--- src/rtl/mac_pkg.sv ---
// Shared definitions for the streaming multiply-accumulate engine.
//   mac_state_t : frame FSM states (IDLE, ACCUM, DRAIN, HOLD)
//   MAC_IN_W    : default operand width
//   MAC_DEPTH   : default products per frame
//   acc_width() : accumulator width that cannot overflow for a full frame
//   cnt_width() : width of a beat counter able to hold the value DEPTH
package mac_pkg;

    localparam int MAC_IN_W  = 4;
    localparam int MAC_DEPTH = 64;

    typedef enum logic [1:0] {
        IDLE  = 2'd0,
        ACCUM = 2'd1,
        DRAIN = 2'd2,
        HOLD  = 2'd3
    } mac_state_t;

    // 2*in_w bits per product plus one bit per doubling of the frame length.
    function automatic int acc_width(input int in_w, input int depth);
        return 2 * in_w + $clog2(depth);
    endfunction

    // out_count must represent 1..depth inclusive.
    function automatic int cnt_width(input int depth);
        return $clog2(depth + 1);
    endfunction

endpackage

--- src/rtl/mac_mult_stage.sv ---
// Registered IN_W x IN_W multiplier, first stage of the MAC pipeline.
//   clk       : clock
//   rst_n     : asynchronous active-low reset
//   in_valid  : operands are a real beat
//   in_a/in_b : operands (unsigned, or two's complement when SIGNED != 0)
//   out_valid : out_prod holds the product of a beat accepted one cycle earlier
//   out_prod  : 2*IN_W-bit product (two's complement when SIGNED != 0)
module mac_mult_stage #(
    parameter int IN_W   = 4,
    parameter int SIGNED = 0
) (
    input  logic                clk,
    input  logic                rst_n,
    input  logic                in_valid,
    input  logic [IN_W-1:0]     in_a,
    input  logic [IN_W-1:0]     in_b,
    output logic                out_valid,
    output logic [2*IN_W-1:0]   out_prod
);

    localparam int PW = 2 * IN_W;

    logic [PW-1:0] prod_comb;

    // Operands are widened to the full product width before multiplying so
    // the product is exact; the signed variant sign-extends them first.
    generate
        if (SIGNED != 0) begin : g_signed
            assign prod_comb = PW'($signed(in_a)) * PW'($signed(in_b));
        end else begin : g_unsigned
            assign prod_comb = PW'(in_a) * PW'(in_b);
        end
    endgenerate

    always_ff @(posedge clk or negedge rst_n) begin
        if (!rst_n) begin
            out_valid <= 1'b0;
            out_prod  <= '0;
        end else begin
            out_valid <= in_valid;
            // Only capture real beats; the register otherwise holds still.
            if (in_valid) begin
                out_prod <= prod_comb;
            end
        end
    end

endmodule

--- src/rtl/mac_stream_accum.sv ---
// Streaming multiply-accumulate engine. Accepts one operand pair per cycle
// over valid/ready, accumulates up to DEPTH products per frame (a frame can
// close early with in_last) and presents one registered dot-product result
// per frame over valid/ready.
//   clk, rst_n          : clock, asynchronous active-low reset
//   in_valid / in_ready : operand beat handshake
//   in_a, in_b          : operands
//   in_last             : marks the final beat of a short frame
//   out_valid/out_ready : result handshake; result held until accepted
//   out_sum             : frame result (ACC_W bits)
//   out_ovf             : an accumulate overflowed during the frame
//   out_count           : beats in the frame (1..DEPTH)
// Build option: define MAC_SATURATE_EN to clamp the accumulator on overflow
// (it then stays clamped for the rest of the frame); without it the
// accumulator wraps modulo 2^ACC_W. out_ovf reports the event either way.
module mac_stream_accum
    import mac_pkg::*;
#(
    parameter int IN_W   = MAC_IN_W,
    parameter int DEPTH  = MAC_DEPTH,
    parameter int ACC_W  = acc_width(IN_W, DEPTH),
    parameter int SIGNED = 0
) (
    input  logic                        clk,
    input  logic                        rst_n,
    input  logic                        in_valid,
    output logic                        in_ready,
    input  logic [IN_W-1:0]             in_a,
    input  logic [IN_W-1:0]             in_b,
    input  logic                        in_last,
    output logic                        out_valid,
    input  logic                        out_ready,
    output logic [ACC_W-1:0]            out_sum,
    output logic                        out_ovf,
    output logic [cnt_width(DEPTH)-1:0] out_count
);

    localparam int CNT_W = cnt_width(DEPTH);
    localparam int PW    = 2 * IN_W;

    mac_state_t         state_reg, state_next;
    logic [CNT_W-1:0]   count_reg;
    logic               drain_reg;
    logic               ready_reg;
    logic [ACC_W-1:0]   acc_reg;
    logic               ovf_reg;
    logic               out_valid_reg;
    logic [ACC_W-1:0]   out_sum_reg;
    logic               out_ovf_reg;
    logic [CNT_W-1:0]   out_count_reg;

    logic               beat;
    logic               last_beat;
    logic               result_taken;
    logic               prod_valid;
    logic [PW-1:0]      prod;
    logic [ACC_W-1:0]   prod_ext;
    logic [ACC_W:0]     sum_wide;
    logic               add_ovf;

    assign beat         = in_valid & ready_reg;
    // Count still holds the number of earlier beats, so DEPTH-1 marks beat DEPTH.
    assign last_beat    = beat & (in_last | (count_reg == CNT_W'(DEPTH - 1)));
    assign result_taken = (state_reg == HOLD) & out_ready;

    // ---------------- stage 1: registered multiply ----------------
    mac_mult_stage #(
        .IN_W   (IN_W),
        .SIGNED (SIGNED)
    ) u_mult (
        .clk       (clk),
        .rst_n     (rst_n),
        .in_valid  (beat),
        .in_a      (in_a),
        .in_b      (in_b),
        .out_valid (prod_valid),
        .out_prod  (prod)
    );

    // ---------------- stage 2: extend and add ----------------
    generate
        if (SIGNED != 0) begin : g_sext
            assign prod_ext = ACC_W'($signed(prod));
        end else begin : g_zext
            assign prod_ext = ACC_W'(prod);
        end
    endgenerate

    assign sum_wide = {1'b0, acc_reg} + {1'b0, prod_ext};

    // Unsigned: carry out. Signed: both addends share a sign the result lacks.
    always_comb begin
        add_ovf = 1'b0;
        if (SIGNED != 0) begin
            add_ovf = (acc_reg[ACC_W-1] == prod_ext[ACC_W-1]) &&
                      (sum_wide[ACC_W-1] != acc_reg[ACC_W-1]);
        end else begin
            add_ovf = sum_wide[ACC_W];
        end
    end

`ifdef MAC_SATURATE_EN
    logic [ACC_W-1:0] sat_val;

    // A signed overflow always has the direction of the accumulator's sign.
    always_comb begin
        sat_val = '1;
        if (SIGNED != 0) begin
            sat_val = acc_reg[ACC_W-1] ? {1'b1, {(ACC_W-1){1'b0}}}
                                       : {1'b0, {(ACC_W-1){1'b1}}};
        end
    end
`endif

    // ---------------- frame FSM ----------------
    always_comb begin
        state_next = state_reg;
        case (state_reg)
            IDLE:    if (beat) state_next = last_beat ? DRAIN : ACCUM;
            ACCUM:   if (last_beat) state_next = DRAIN;
            // Two cycles: one for the multiplier, one for the final add.
            DRAIN:   if (drain_reg) state_next = HOLD;
            HOLD:    if (out_ready) state_next = IDLE;
            default: state_next = IDLE;
        endcase
    end

    always_ff @(posedge clk or negedge rst_n) begin
        if (!rst_n) begin
            state_reg <= IDLE;
        end else begin
            state_reg <= state_next;
        end
    end

    // ---------------- datapath and control registers ----------------
    always_ff @(posedge clk or negedge rst_n) begin
        if (!rst_n) begin
            count_reg     <= '0;
            drain_reg     <= 1'b0;
            ready_reg     <= 1'b0;
            acc_reg       <= '0;
            ovf_reg       <= 1'b0;
            out_valid_reg <= 1'b0;
            out_sum_reg   <= '0;
            out_ovf_reg   <= 1'b0;
            out_count_reg <= '0;
        end else begin
            // Registered ready follows the state being entered.
            ready_reg <= (state_next == IDLE) || (state_next == ACCUM);
            drain_reg <= (state_reg == DRAIN) ? ~drain_reg : 1'b0;

            if (result_taken) begin
                count_reg <= '0;
            end else if (beat) begin
                count_reg <= count_reg + CNT_W'(1);
            end

            if (result_taken) begin
                acc_reg <= '0;
                ovf_reg <= 1'b0;
            end else if (prod_valid) begin
`ifdef MAC_SATURATE_EN
                // Once clamped the accumulator ignores further products.
                if (!ovf_reg) begin
                    if (add_ovf) begin
                        acc_reg <= sat_val;
                        ovf_reg <= 1'b1;
                    end else begin
                        acc_reg <= sum_wide[ACC_W-1:0];
                    end
                end
`else
                acc_reg <= sum_wide[ACC_W-1:0];
                ovf_reg <= ovf_reg | add_ovf;
`endif
            end

            // The final add lands on the first DRAIN edge, so the second
            // DRAIN edge captures the complete frame result.
            if ((state_reg == DRAIN) && drain_reg) begin
                out_valid_reg <= 1'b1;
                out_sum_reg   <= acc_reg;
                out_ovf_reg   <= ovf_reg;
                out_count_reg <= count_reg;
            end else if (result_taken) begin
                out_valid_reg <= 1'b0;
            end
        end
    end

    assign in_ready  = ready_reg;
    assign out_valid = out_valid_reg;
    assign out_sum   = out_sum_reg;
    assign out_ovf   = out_ovf_reg;
    assign out_count = out_count_reg;

endmodule
--- config.mk ---
export PLATFORM = sky130hd
export DESIGN_NAME = mac_stream_accum
export DESIGN_NICKNAME = d
export VERILOG_FILES = /design/src/rtl/mac_pkg.sv /design/src/rtl/mac_mult_stage.sv /design/src/rtl/mac_stream_accum.sv
export SDC_FILE = /design/constraint.sdc
export NUM_CORES = 1
export LEC_CHECK = 0
export ABC_AREA = 0
export CORE_ASPECT_RATIO = 1.4
export CORE_UTILIZATION = 45
export DETAILED_ROUTE_END_ITERATION = 8
export PLACE_DENSITY = 0.66
export SYNTH_ARGS = -nofsm -noshare
export SYNTH_HDL_FRONTEND = slang
export SYNTH_HIERARCHICAL = 1
export SYNTH_SLANG_ARGS = --single-unit
export TNS_END_PERCENT = 10
--- constraint.sdc ---
create_clock -name clk -period 2.58 [get_ports clk]
set_input_delay 0.516 -clock clk [delete_from_list [all_inputs] [get_ports clk]]
set_output_delay 0.516 -clock clk [all_outputs]
set_load 0.01 [all_outputs]
==> summary.txt, run 1 <==
outcome - completed
M2 GR Usage - 34.0%
Reg2Reg Depth - 7
ys async rst share - 100%
leakage power - 1.82 nW
commonest non-fill, non-tap cells in the layout - dfrtp_1, clkdlybuf4s50_1, mux2_2
max cap viols - 0
# setup viols final - 0
most common flop cell mapped by yosys - dfrtp_1
clock sinks - 58
CP arrival - 2770 ps
residual DRC count - 0
CP Cell Sequence - buf_2 > nand2_2 > fa_1 > inv_1 > fa_1 > buf_4 > fa_2 > a21oi_2 > or4b_1 > nand4_1
die width - 73.2 um
most frequent CP cell - fa_1
I/O pin total - 37
Area contributors post-synth - dfrtp_1, mux2_2, ha_1
RR Endpoint - ovf_reg
Pwr Total - 0.00386 W
reg2reg start - acc_reg[0]
GRT Total Usage - 19.4%
Inst Count DP - 429
clock skew - 8.15 ps
Area Overhead vs Synth - 24.7%
GR Layer Usage met1 - 22.6%
Num CTS Buffers - 9
global placer's final weighted congestion - 0.837
Worst Path Required - 2850 ps
Slew HR - 58.2%
Critical Path Slowest Stage Cell - fa_1
overflow left after global routing - 0
std cell rows - 36
Worst Tran Pin Value - 626 ps
Worst Path Max Fanout - 2
f_max - 400 MHz
PortBufs - 36
clk_lat worst skew - 340 ps
sequential area share after synthesis - 45.5%
Post-Route WL - 6370 um
vias in the first global route - 2377
HPWL Detailed - 4680 um
setup ws final - 79.9 ps
M3 GR Usage - 3.68%
Clock Pin Slew Worst Setup and Hold Paths - 70 ps
cell family with most CP delay - adder cells
CTS tree - done
Synth Area per Inst - 10.9 um2
ANT cells - 0
routed vias - 2385
Pint - 0.00241 W
# Post-CTS Setup Buffers - 0
first-pass GRT wire length - 10900 um
Switch Pwr - 0.00145 W
Yosys top cell by area - dfrtp_1
initial antenna violation count - 0
die span in y - 102 um
Max clock buf depth - 2
period utilization - 96.9%
starting DRC count in detailed routing - 80
CP Capture Type - register
WL/cell - 14.3 um
pin count of the biggest net entering global routing - 25
commonest non-fill, non-tap cell in the layout - dfrtp_1
Slew Limit Fails - 0
Starting Density - 46.3%
CP Launch Type - input port
hold slack - 137 ps
FF-to-FF setup slack - 160 ps
H-tree Lvls - 3
number of synthesized flops with an enable pin - 0
Synthesized Nets - 332
Mapped Cells - 293
GR peak layer - met2
Finished Layout Cells - 445
Final min period - 2500 ps
share of layout cells above drive strength 1 - 22.6%
synthesized area - 3190 um2
Die ar. - 7440 um2
peak supply drop - 0.344 mV
PwrDens - 970 nW/um2
Yosys warnings - 6
footprint of the multi-input gates - 1730 um2
filler instances - 597
RSZ-0062 raised after global routing - true
endpoints failing hold - 0
Post-CTS Hold Buffers - 0
Setup CP Type - in -> reg
# nets final - 384
register share of total power - 37.1%
Root Buffer - clkbuf_8
min-delay worst type - in -> async
fraction of power consumed by combinational cells - 43.9%
TritonRoute pass-1 iters - 4
switching share of power - 37.6%
Register Area - 1450 um2
CP bufs+invs - 3
Largest stage delay, worst path - 540 ps
Setup WS pre-CTS - -803 ps
setup TNS - 0 ps
core footprint - 6890 um2
ANT nets after route - 0
power share of the clock group - 19.0%
post-synth top area share - 45.5%
drt via density - 5.36
Seq cells post-synth - 58
post-synth cell types - 46
[through the flow]
stage | util [%] | instance area [um2]
final | 57.8 | 3980
after global routing | 57.8 | 3980
after CTS | 57.6 | 3970
after detailed placement | 54.8 | 3780
after global placement | 54.8 | 3780
after floorplan | - | 3210
[power groups by stage]
stage / sequential (W) / combinational (W) / clock, W
6_report: 0.00143 / 0.00170 / 0.000735
5_1_grt: 0.00147 / 0.00190 / 0.000787
4_1_cts: 0.00143 / 0.00170 / 0.000750
3_5_place_dp: 0.00145 / 0.00167 / 0
3_3_place_gp: 0.00143 / 0.00163 / 0
2_1_floorplan: 0.00143 / 0.00110 / 0
[worst register-to-register path, delay by kind of cell (launching register included)]
| family | cells | cell delay [ps] |
|---|---|---|
| AND/OR/NAND/NOR | 1 | 120 |
| AO/OA/AOI/OAI | 4 | 1110 |
| adder cells (fa/ha/maj) | 2 | 670 |
| flip-flops | 1 | 400 |
[Yosys cell counts (2+ instances only)]
library cell  instances
or3_1                 5
nor2_1               17
xnor2_1               4
inv_1                 9
and2_1               12
mux2i_1               4
o31ai_1               2
a211oi_1              6
a21o_1                5
o21ai_0               9
nand3b_1              4
o2111ai_1             2
mux2_2               25
o311ai_0              2
nand3_1               6
buf_2                 6
a21oi_1              15
clkbuf_1              6
ha_1                 21
nor3_1               10
a31oi_1               4
or4_1                 2
fa_1                  5
nand2b_1              3
dfrtp_1              58
nand2_1              19
nor4b_1               4
xor2_1                4
o21a_1                2
nand4_1               5
or4b_1                2
[how the worst max path moves through the flow]
stage,slack [ps],depth (start not counted),startpoint,to
detailed placement,-800,9,in_a[2],u_mult/out_prod[7]
finish,80,10,in_b[3],u_mult/out_prod[6]
global route,-50,10,in_b[3],u_mult/out_prod[6]
global placement,-740,9,in_a[2],u_mult/out_prod[7]
CTS,30,8,in_a[3],u_mult/out_prod[7]
floorplan,-70,8,in_b[1],u_mult/out_prod[7]
[layout make-up]
type	instances	share of cell area, %
multi-input combinational	213	43.6
sequential	58	36.5
timing repair buffer	53	11.8
clock buffer	11	3.55
tap	95	2.99
inverter	10	0.943
clock inverter	5	0.754
[routing by layer]
layer	vias up	share of wire, %
met1	1151	43
met2	49	52
met4	0	2.1
li1	1173	-
met5	-	0
met3	12	2.9
[logic make-up after synthesis]
kind of cell,share of synthesized area (%)
buffers and inverters,2.82
muxes,10.1
AOI/OAI and AO/OA,12.0
DFF,45.5
and+or+nand+nor,16.1
adders and majority gates,11.4
xor gates and xnor gates,2.19
[what timing repair did]
action,4_1_cts,5_1_grt
gates cloned,0,0
pin swaps,10,1
gates resized for setup,31,2
setup endpoints to repair,5,2
No activity file was read; power rests on OpenSTA's default activity.
==> run 2: changes to the inputs <==
--- a/config.mk
+++ b/config.mk
@@ -7,9 +7,10 @@
 export LEC_CHECK = 0
 export ABC_AREA = 0
 export CORE_ASPECT_RATIO = 1.4
-export CORE_UTILIZATION = 45
+export CORE_UTILIZATION = 32
 export DETAILED_ROUTE_END_ITERATION = 8
-export PLACE_DENSITY = 0.66
+export PLACE_DENSITY = 0.51
+export SETUP_SLACK_MARGIN = 0.2
 export SYNTH_ARGS = -nofsm -noshare
 export SYNTH_HDL_FRONTEND = slang
 export SYNTH_HIERARCHICAL = 1
==> run 2 against run 1 <==
Core utilization down 13 points. Power rose by 13%. First-iteration DRC count is 15% lower. Hold slack gained 200 ps. Maximum frequency up 0.18%. Routed wire length up 5.4%. Combinational power rose by 3%. Via count increased by 3.3%. Cell count rose by 9.9%. Clock-buffer cell count grew 3. Global-route usage fell by 5.0 points. Critical path type unchanged.
==> summary.txt, run 2 (synthesized netlist as in run 1, its figures left out) <==
Setup CP Type - in -> reg
min-delay worst type - in -> async
RR Endpoint - ovf_reg
residual DRC count - 0
routed vias - 2463
commonest non-fill, non-tap cells in the layout - dfrtp_1, clkdlybuf4s50_1, mux2_2
share of layout cells above drive strength 1 - 24.9%
clk_lat worst skew - 330 ps
CP arrival - 2760 ps
die width - 86.4 um
CP Capture Type - register
GRT Total Usage - 14.4%
commonest non-fill, non-tap cell in the layout - dfrtp_1
Num CTS Buffers - 9
Worst Path Max Fanout - 2
I/O pin total - 37
clock skew - 5.04 ps
CP Launch Type - input port
initial antenna violation count - 0
die span in y - 120 um
WL/cell - 13.7 um
std cell rows - 42
final core occ - 44.5%
ANT nets after route - 0
peak supply drop - 0.320 mV
endpoints failing hold - 0
outcome - completed
RSZ-0062 raised after global routing - true
Area Overhead vs Synth - 33.3%
core footprint - 9560 um2
Clock Pin Slew Worst Setup and Hold Paths - 50 ps
vias in the first global route - 2412
Worst Tran Pin Value - 747 ps
period utilization - 96.7%
clock sinks - 58
max cap viols - 0
Pwr Total - 0.00436 W
overflow left after global routing - 0
pin count of the biggest net entering global routing - 59
f_max - 401 MHz
TritonRoute pass-1 iters - 4
PwrDens - 1030 nW/um2
global placer's final weighted congestion - 0.743
ANT cells - 0
first-pass GRT wire length - 11400 um
Root Buffer - clkbuf_16
Final min period - 2500 ps
leakage power - 1.92 nW
filler instances - 924
starting DRC count in detailed routing - 68
Slew HR - 50.2%
CTS tree - done
# nets final - 391
Post-CTS Hold Buffers - 0
Setup WS pre-CTS - -824 ps
HPWL Detailed - 4800 um
PortBufs - 36
Worst Path Required - 2840 ps
drt via density - 5.04
Post-Route WL - 6720 um
Starting Density - 33.4%
H-tree Lvls - 3
reg2reg start - acc_reg[0]
Die ar. - 10400 um2
Max clock buf depth - 2
FF-to-FF setup slack - 230 ps
setup ws final - 84.5 ps
Slew Limit Fails - 0
# setup viols final - 0
Reg2Reg Depth - 7
==> run 2: area by class of cell <==
class                   count  area [um2]  area share [%]
inverters                  10        37.5           0.882
well taps                 132         165            3.88
clock inverters             2        35.0           0.823
multi-input cells         213        1760            41.4
repair buffers             60         541            12.7
clock buffers              14         264            6.20
flip-flops and latches     58        1450            34.1
==> run 2: per-stage QoR <==
stage                     hold slack (ps)  cell area [um2]  cells  TNS, ps
after floorplan                       220             3210    293    -74.8
after global placement                447             3850    471    -3230
after detailed placement              453             3850    471    -3410
after CTS                             362             4230    489        0
after global routing                  413             4260    489        0
final                                 335             4260    489        0
==> run 2: worst max-delay path by stage <==
stage / from / end / slack (ps) / depth (start not counted)
2_1_floorplan: in_b[1] / u_mult/out_prod[7] / -70 / 8
3_3_place_gp: in_a[2] / u_mult/out_prod[7] / -760 / 9
3_5_place_dp: in_a[2] / u_mult/out_prod[6] / -820 / 10
4_1_cts: in_a[2] / u_mult/out_prod[6] / 60 / 10
5_1_grt: in_a[2] / u_mult/out_prod[6] / 30 / 10
6_report: in_a[2] / u_mult/out_prod[6] / 80 / 10
==> run 2: metal layers <==
layer / vias up / GRT usage [%] / share of wire, %
li1: 1196 / - / -
met1: 1207 / 16.8 / 44
met2: 50 / 24.2 / 51
met3: 10 / 3.69 / 3.3
met4: 0 / 7.71 / 1.8
met5: - / 0 / 0
==> run 2: power breakdown <==
group	total (W)	leakage [nW]	switching (W)	internal [W]
sequential	0.00143	0.761	0.000225	0.00120
clock	0.00119	0.147	0.000391	0.000798
combinational	0.00175	1.01	0.000880	0.000866
==> run 2: timing repair <==
item	CTS	global route
gates resized for setup	41	7
gates cloned	0	0
pin swaps	11	6
setup buffers	2	0
setup endpoints to repair	8	8
==> run 2: critical path, stage by stage <==
cell	delay (ps)
buf_8	80
nand2_8	40
fa_1	540
inv_2	40
fa_2	600
buf_6	110
fa_2	210
a21oi_2	60
or4b_1	460
nand4_1	80
